$ cat src/rtl/adma_pkg.sv
// Shared types and descriptor field positions for the ADMA engine.
package adma_pkg;

  typedef enum logic [2:0] {
    ST_STOP,
    ST_FDS,
    ST_CADR,
    ST_TFR,
    ST_GAP
  } state_t;

  localparam logic [1:0] ACT_NOP  = 2'b00;
  localparam logic [1:0] ACT_RSV  = 2'b01;
  localparam logic [1:0] ACT_TRAN = 2'b10;
  localparam logic [1:0] ACT_LINK = 2'b11;

  localparam int VALID_B  = 0;
  localparam int END_B    = 1;
  localparam int ACT_LSB  = 4;
  localparam int LEN_LSB  = 16;
  localparam int ADDR_LSB = 32;

endpackage

$ cat src/rtl/adma_desc_decode.sv
// Splits a raw descriptor word into its fields; purely combinational.
module adma_desc_decode
  import adma_pkg::*;
#(
  parameter int ADDR_W = 64,
  parameter int LEN_W  = 16
) (
  input  logic [ADDR_W+31:0] desc_i,
  output logic               valid_o,
  output logic               end_o,
  output logic [1:0]         act_o,
  output logic [LEN_W-1:0]   len_o,
  output logic [ADDR_W-1:0]  addr_o
);

  assign valid_o = desc_i[VALID_B];
  assign end_o   = desc_i[END_B];
  assign act_o   = desc_i[ACT_LSB +: 2];
  assign len_o   = desc_i[LEN_LSB +: LEN_W];
  assign addr_o  = desc_i[ADDR_LSB +: ADDR_W];

  // Reserved bits are carried in the word but carry no meaning here.
  logic unused_bits;
  if (LEN_W < 16) begin : g_pad
    assign unused_bits = ^{desc_i[ACT_LSB-1:END_B+1], desc_i[LEN_LSB-1:ACT_LSB+2],
                           desc_i[ADDR_LSB-1:LEN_LSB+LEN_W]};
  end else begin : g_nopad
    assign unused_bits = ^{desc_i[ACT_LSB-1:END_B+1], desc_i[LEN_LSB-1:ACT_LSB+2]};
  end

endmodule

$ cat src/rtl/adma_engine.sv
// ADMA2-style descriptor engine: walks a descriptor chain and moves beats
// between RAM and the SD data FIFO in either direction, with block gaps.
module adma_engine
  import adma_pkg::*;
#(
  parameter int ADDR_W = 64,
  parameter int DATA_W = 8,
  parameter int LEN_W  = 16,
  parameter int BLK_W  = 12,
  parameter int DESC_W = ADDR_W + 32
) (
  input  logic              clk_in_COM,
  input  logic              reset_in_COM,
  input  logic              start,
  input  logic [ADDR_W-1:0] desc_base,
  input  logic              write_in_COM,
  input  logic              error_in_COM,
  input  logic [BLK_W-1:0]  block_size_REG,
  input  logic              stop_block_gap_REG,
  input  logic              continue_block_gap_REG,
  output logic              desc_req,
  output logic [ADDR_W-1:0] desc_addr,
  input  logic              desc_ack,
  input  logic [DESC_W-1:0] desc_in,
  output logic [ADDR_W-1:0] addr_out_RAM,
  output logic              ram_rd,
  output logic              ram_wr,
  input  logic [DATA_W-1:0] data_in_RAM,
  output logic [DATA_W-1:0] data_out_RAM,
  output logic              fifo_push,
  output logic [DATA_W-1:0] data_out_FIFO,
  input  logic              full_FIFO,
  output logic              fifo_pop,
  input  logic [DATA_W-1:0] data_in_FIFO,
  input  logic              empty_FIFO,
  output logic              busy,
  output logic              transfer_complete,
  output logic              adma_error,
  output logic [ADDR_W-1:0] err_addr
);

  localparam logic [ADDR_W-1:0] BEAT_STEP = ADDR_W'(DATA_W / 8);
  localparam logic [ADDR_W-1:0] DESC_STEP = ADDR_W'(DESC_W / 8);
  localparam logic [LEN_W:0]    CNT_ONE   = (LEN_W+1)'(1);
  localparam logic [BLK_W-1:0]  BLK_ONE   = BLK_W'(1);

  state_t              state_q, state_d;
  logic [ADDR_W-1:0]   desc_addr_q, desc_addr_d;
  logic [ADDR_W-1:0]   ram_addr_q, ram_addr_d;
  logic [ADDR_W-1:0]   err_addr_q, err_addr_d;
  logic [LEN_W:0]      beat_cnt_q, beat_cnt_d;   // one extra bit holds 2^LEN_W
  logic [BLK_W-1:0]    blk_cnt_q, blk_cnt_d;
  logic                dir_q, dir_d;
  logic                end_q, end_d;
  logic                gap_req_q, gap_req_d;     // boundary hit, gap once drained
  logic                gap_cadr_q, gap_cadr_d;   // gap coincided with descriptor end
  logic                rd_pend_q, rd_pend_d;     // RAM read returns this cycle
  logic                hold_vld_q, hold_vld_d;   // returned word parked by full FIFO
  logic [DATA_W-1:0]   hold_q, hold_d;
  logic                done_q, done_d;
  logic                err_q, err_d;

  logic                rd_fire, wr_fire, push, abort;

  logic                d_valid, d_end;
  logic [1:0]          d_act;
  logic [LEN_W-1:0]    d_len;
  logic [ADDR_W-1:0]   d_addr;

  adma_desc_decode #(.ADDR_W(ADDR_W), .LEN_W(LEN_W)) u_dec (
    .desc_i  (desc_in),
    .valid_o (d_valid),
    .end_o   (d_end),
    .act_o   (d_act),
    .len_o   (d_len),
    .addr_o  (d_addr)
  );

  // Next-state, beat strobes, block counting and abort handling.
  always_comb begin
    state_d     = state_q;
    desc_addr_d = desc_addr_q;
    ram_addr_d  = ram_addr_q;
    err_addr_d  = err_addr_q;
    beat_cnt_d  = beat_cnt_q;
    blk_cnt_d   = blk_cnt_q;
    dir_d       = dir_q;
    end_d       = end_q;
    gap_req_d   = gap_req_q;
    gap_cadr_d  = gap_cadr_q;
    hold_vld_d  = hold_vld_q;
    hold_d      = hold_q;
    done_d      = 1'b0;
    err_d       = 1'b0;
    abort       = 1'b0;
    rd_fire     = 1'b0;
    wr_fire     = 1'b0;
    push        = 1'b0;

    if (state_q == ST_TFR && !error_in_COM) begin
      if (dir_q) begin
        push    = (rd_pend_q | hold_vld_q) & ~full_FIFO;
        rd_fire = ~full_FIFO & ~hold_vld_q & ~gap_req_q & (beat_cnt_q != '0);
      end else begin
        wr_fire = ~empty_FIFO & ~gap_req_q & (beat_cnt_q != '0);
      end
    end
    rd_pend_d = rd_fire;

    // A returning word that cannot be pushed is parked until the FIFO drains.
    if (rd_pend_q && !push) begin
      hold_vld_d = 1'b1;
      hold_d     = data_in_RAM;
    end else if (hold_vld_q && push) begin
      hold_vld_d = 1'b0;
    end

    if (rd_fire || wr_fire) begin
      ram_addr_d = ram_addr_q + BEAT_STEP;
      beat_cnt_d = beat_cnt_q - CNT_ONE;
      if (block_size_REG != '0) begin
        if (blk_cnt_q + BLK_ONE == block_size_REG) begin
          blk_cnt_d = '0;
          if (stop_block_gap_REG) gap_req_d = 1'b1;
        end else begin
          blk_cnt_d = blk_cnt_q + BLK_ONE;
        end
      end
    end

    unique case (state_q)
      ST_STOP: begin
        if (start) begin
          state_d     = ST_FDS;
          desc_addr_d = desc_base;
          dir_d       = write_in_COM;
          err_addr_d  = '0;
          blk_cnt_d   = '0;
          gap_req_d   = 1'b0;
        end
      end
      ST_FDS: begin
        if (desc_ack) begin
          if (!d_valid) begin
            abort = 1'b1;
          end else if (d_act == ACT_LINK) begin
            desc_addr_d = d_addr;          // end bit on a link is ignored
          end else if (d_act == ACT_TRAN) begin
            state_d    = ST_TFR;
            end_d      = d_end;
            ram_addr_d = d_addr;
            beat_cnt_d = (d_len == '0) ? {1'b1, {LEN_W{1'b0}}} : {1'b0, d_len};
          end else begin
            state_d = ST_CADR;
            end_d   = d_end;
          end
        end
      end
      ST_CADR: begin
        if (end_q) begin
          state_d = ST_STOP;
          done_d  = 1'b1;
        end else begin
          state_d     = ST_FDS;
          desc_addr_d = desc_addr_q + DESC_STEP;
        end
      end
      ST_TFR: begin
        // Leave only once no read is in flight and nothing is parked.
        if ((gap_req_d || beat_cnt_d == '0) && !rd_fire && !hold_vld_d) begin
          if (gap_req_d) begin
            state_d    = ST_GAP;
            gap_req_d  = 1'b0;
            gap_cadr_d = (beat_cnt_d == '0);
          end else begin
            state_d = ST_CADR;
          end
        end
      end
      ST_GAP: begin
        if (continue_block_gap_REG) state_d = gap_cadr_q ? ST_CADR : ST_TFR;
      end
      default: state_d = ST_STOP;
    endcase

    if (abort || (error_in_COM && state_q != ST_STOP)) begin
      state_d    = ST_STOP;
      err_d      = 1'b1;
      err_addr_d = desc_addr_q;
      rd_pend_d  = 1'b0;
      hold_vld_d = 1'b0;
      gap_req_d  = 1'b0;
      done_d     = 1'b0;
    end
  end

  // State and datapath registers.
  always_ff @(posedge clk_in_COM) begin
    if (reset_in_COM) begin
      state_q     <= ST_STOP;
      desc_addr_q <= '0;
      ram_addr_q  <= '0;
      err_addr_q  <= '0;
      beat_cnt_q  <= '0;
      blk_cnt_q   <= '0;
      dir_q       <= 1'b0;
      end_q       <= 1'b0;
      gap_req_q   <= 1'b0;
      gap_cadr_q  <= 1'b0;
      rd_pend_q   <= 1'b0;
      hold_vld_q  <= 1'b0;
      hold_q      <= '0;
      done_q      <= 1'b0;
      err_q       <= 1'b0;
    end else begin
      state_q     <= state_d;
      desc_addr_q <= desc_addr_d;
      ram_addr_q  <= ram_addr_d;
      err_addr_q  <= err_addr_d;
      beat_cnt_q  <= beat_cnt_d;
      blk_cnt_q   <= blk_cnt_d;
      dir_q       <= dir_d;
      end_q       <= end_d;
      gap_req_q   <= gap_req_d;
      gap_cadr_q  <= gap_cadr_d;
      rd_pend_q   <= rd_pend_d;
      hold_vld_q  <= hold_vld_d;
      hold_q      <= hold_d;
      done_q      <= done_d;
      err_q       <= err_d;
    end
  end

  assign desc_req          = (state_q == ST_FDS) && !error_in_COM;
  assign desc_addr         = desc_addr_q;
  assign addr_out_RAM      = ram_addr_q;
  assign ram_rd            = rd_fire;
  assign ram_wr            = wr_fire;
  assign fifo_pop          = wr_fire;
  assign data_out_RAM      = wr_fire ? data_in_FIFO : '0;
  assign fifo_push         = push;
  assign data_out_FIFO     = push ? (hold_vld_q ? hold_q : data_in_RAM) : '0;
  assign busy              = (state_q != ST_STOP);
  assign transfer_complete = done_q;
  assign adma_error        = err_q;
  assign err_addr          = err_addr_q;

endmodule

$ cat config.mk
export PLATFORM = sky130hd
export DESIGN_NAME = adma_engine
export DESIGN_NICKNAME = d
export VERILOG_FILES = /design/src/rtl/adma_pkg.sv /design/src/rtl/adma_desc_decode.sv /design/src/rtl/adma_engine.sv
export SDC_FILE = /design/constraint.sdc
export NUM_CORES = 1
export LEC_CHECK = 0
export ABC_AREA = 1
export BUFFER_PORTS_ARGS = -buffer_cell sky130_fd_sc_hd__buf_2
export CORE_MARGIN = 2
export CORE_UTILIZATION = 40
export DETAILED_ROUTE_END_ITERATION = 12
export GPL_ROUTABILITY_DRIVEN = 0
export GPL_TIMING_DRIVEN = 0
export HOLD_SLACK_MARGIN = 0.08
export PLACE_DENSITY = 0.64
export SETUP_SLACK_MARGIN = 0.1
export SYNTH_ARGS = -nofsm -noshare
export SYNTH_HDL_FRONTEND = slang
export SYNTH_SLANG_ARGS = --single-unit
$ cat constraint.sdc
create_clock -name clk_in_COM -period 2.46 [get_ports clk_in_COM]
set_input_delay 0.123 -clock clk_in_COM [delete_from_list [all_inputs] [get_ports clk_in_COM]]
set_output_delay 0.123 -clock clk_in_COM [all_outputs]
set_load 0.01 [all_outputs]
==> metrics.cfg <==
[status]
status=complete, no violations

[power]
vdd_drop_max_mv=0.522
power_leakage_nw=9.77
power.density_mw_per_mm2=810

[cells_and_area]
multi_input_area_mm2=0.00911
final_common_cell=nand2_1
stdcell_count=3439
fillers=3590
drive_gt1_share_pct=25.1
regArea_mm2=0.00484
final_cell_mix=nand2_1 (475), buf_2 (417), inv_1 (297)
finalNetCount=3144
area_growth_pct=42.3

[worst_hold_path]
hold_path.class=input pin to flip-flop

[setup_path]
slowest_stage=dfxtp_2
worstPathRequired_ns=2.99
cp-start-kind=flip-flop
critical_path.max_fanout=7
crit_arrival_ns=2.91
endpoint_kind=flip-flop
crit_chain=inv_2 -> nand2_4 -> nor2_4 -> nand2_4 -> nor2_4 -> nand2_8 -> nand2_8 -> clkbuf_16 -> nand2_2 -> nor2_2 -> nand3_2 -> nand2_2 -> nand4_1 -> nand2_1 -> nand2_1 -> nor2_1
worstSetupPathType=flip-flop to flip-flop
slowest_delay_ns=0.34

[timing]
setup-violations-final=0
worstMarginPinSlew_ns=0.848
min_period_over_period_pct=96.7
setup_slack_ns=0.0820
hold_viol=0
rsz0062_at_grt=true
max_slew_margin_pct=43.5
fin_crit_ns=2.38
skew_ns=0.0213
maxSlewViolCount=0
max_freq_mhz=421

[logic_synthesis]
synth_flop_cell=dfxtp_1
ys_types=56
synth_edf_count=0
ys_ff_latch=240
netlist.area_leader.share_pct=32.2
synth_top_area_cell=dfxtp_1
synth-async-reset-ratio_pct=0
syn_area_per_cell_um2=6.48
yosys_warnings=0
synthTopCellsByArea=dfxtp_1 (32%), nand2_1 (13%), inv_1 (7.6%)
postSynthCellCount=2304
yosysSeqAreaShare_pct=32.2
syn_area_mm2=0.0149
syn_nets=2507

[clocking]
clkTransAtPathRegs_ns=0.07
htree_num_levels=1
cts.sinks=240
cts_tree=done
cts_made_buffers=29
cts_buffer_depth=3
clk_latency_ns=0.60
cts-root-buf=clkbuf_16

[drt]
drc=0
dr.first_iter.drc_count=2272
dr.pass1.iters=7
via_count=20000
post_drt_wl_per_cell_um=21.9
final_antenna_net_count=0
vias_per_cell=5.81
drt-total-wl_mm=75.4

[grt]
grt_pass1_vias=18300
antenna_found_initial=5
grt.total_usage_pct=36.5
grt_pass1_wl_mm=108
grt_max_degree=16
grt-ovfl-total=0

[die]
initial_core_util_pct=40.7
io_pins=414
design.core.area_mm2=0.0367
die_w_um=197
dieArea_mm2=0.0389
num_rows=70
die_h_um=197

[placed_design]
place_ws_ns=-0.310
portBuffers=400
dp_hpwl_mm=57.9
dp.cells=3172

[job]
drv_cap=0

[cell type report]
class                   instances  area share [%]
multi-input cells            1650            42.9
diodes                          7          0.0825
repair buffers                605            18.7
flip-flops and latches        240            22.8
plain buffers                 104            2.43
clock inverters                18           0.966
clock buffers                  36            3.82
inverters                     311            5.56
well taps                     468            2.76
[synth_stat cells, drive strengths merged (12+ instances only)]
master	count
nor4	22
inv	308
nor2	239
a21oi	63
clkbuf	76
dfxtp	240
nand4	68
a221oi	46
a41oi	21
buf	28
o211ai	49
nand3b	14
or2	12
o21ai	192
nand3	202
xnor2	15
xor2	43
o21bai	23
nor3	73
nand2	508
[flip-flops by register name, summed over array words and instances, names as in the netlist]
| register | cells |
|---|---|
| adma_error | 1 |
| rd_pend_q | 1 |
| end_q | 1 |
| hold_q | 8 |
| desc_addr | 64 |
| gap_req_q | 1 |
| state_q | 3 |
| hold_vld_q | 1 |
| err_addr | 64 |
| blk_cnt_q | 12 |
| addr_out_RAM | 64 |
| gap_cadr_q | 1 |
| transfer_complete | 1 |
| beat_cnt_q | 17 |
| dir_q | 1 |
[cells by family after synthesis]
logic type	Yosys count	synth area share, %
compound gates	444	18.7
flops	240	32.2
buf+inv	415	10.7
simple gates	1142	34.5
xor+xnor	58	3.40
fa+ha+maj	5	0.419
[worst paths after layout]
| path | startpoint | end | slack (ns) | depth (start not counted) |
|---|---|---|---|---|
| worst min register to register | err_addr[14] | err_addr[14] | 0.48 | 2 |
| worst max register to register | state_q[2] | gap_cadr_q | 0.08 | 16 |
| worst min-delay path | desc_base[24] | desc_addr[24] | 0.06 | 3 |
| worst max-delay path | state_q[2] | gap_cadr_q | 0.08 | 16 |
[report_power, final]
part           leakage (nW)  switching [mW]  internal (mW)
clock                 0.483            1.94           2.67
combinational          7.32            4.95           2.24
sequential             1.96           0.854           4.55
[what timing repair did]
item / CTS / global route
cloned: 0 / 4
gates resized for setup: 64 / 177
buffers inserted: 14 / 31
hold buffers: 156 / 1
hold endpoints to repair: 156 / 1
setup endpoints to repair: 220 / 192
pin swaps: 18 / 51
[critical path: cells and delay by family (launching register included)]
| family | cells | cell delay (ns) |
|---|---|---|
| DFF | 1 | 0.34 |
| buffers and inverters | 2 | 0.26 |
| and+or+nand+nor | 14 | 1.73 |
[layer usage]
layer	vias to the layer above	global-route usage (%)	part of all wire (%)
li1	9061	-	-
met1	9300	46.5	39
met2	1343	57.5	43
met3	280	7.72	12
met4	2	20.5	6.2
met5	-	0	0.016
[metrics by stage]
stage / power [mW] / setup TNS, ns / instance area (um2) / utilization (%) / hold slack [ns]
after floorplan: 8.79 / 0 / 14900 / - / 0.244
after detailed placement: 11.7 / -17.44 / 17500 / 47.7 / 0.385
after global placement: 11.6 / -17.92 / 17500 / 47.7 / 0.378
after CTS: 16.7 / 0 / 20400 / 55.6 / 0.0839
final: 17.2 / 0 / 21200 / 57.9 / 0.0640
after global routing: 17.9 / -0.0242 / 21200 / 57.8 / 0.121
Power figures use the tool's default switching activity.
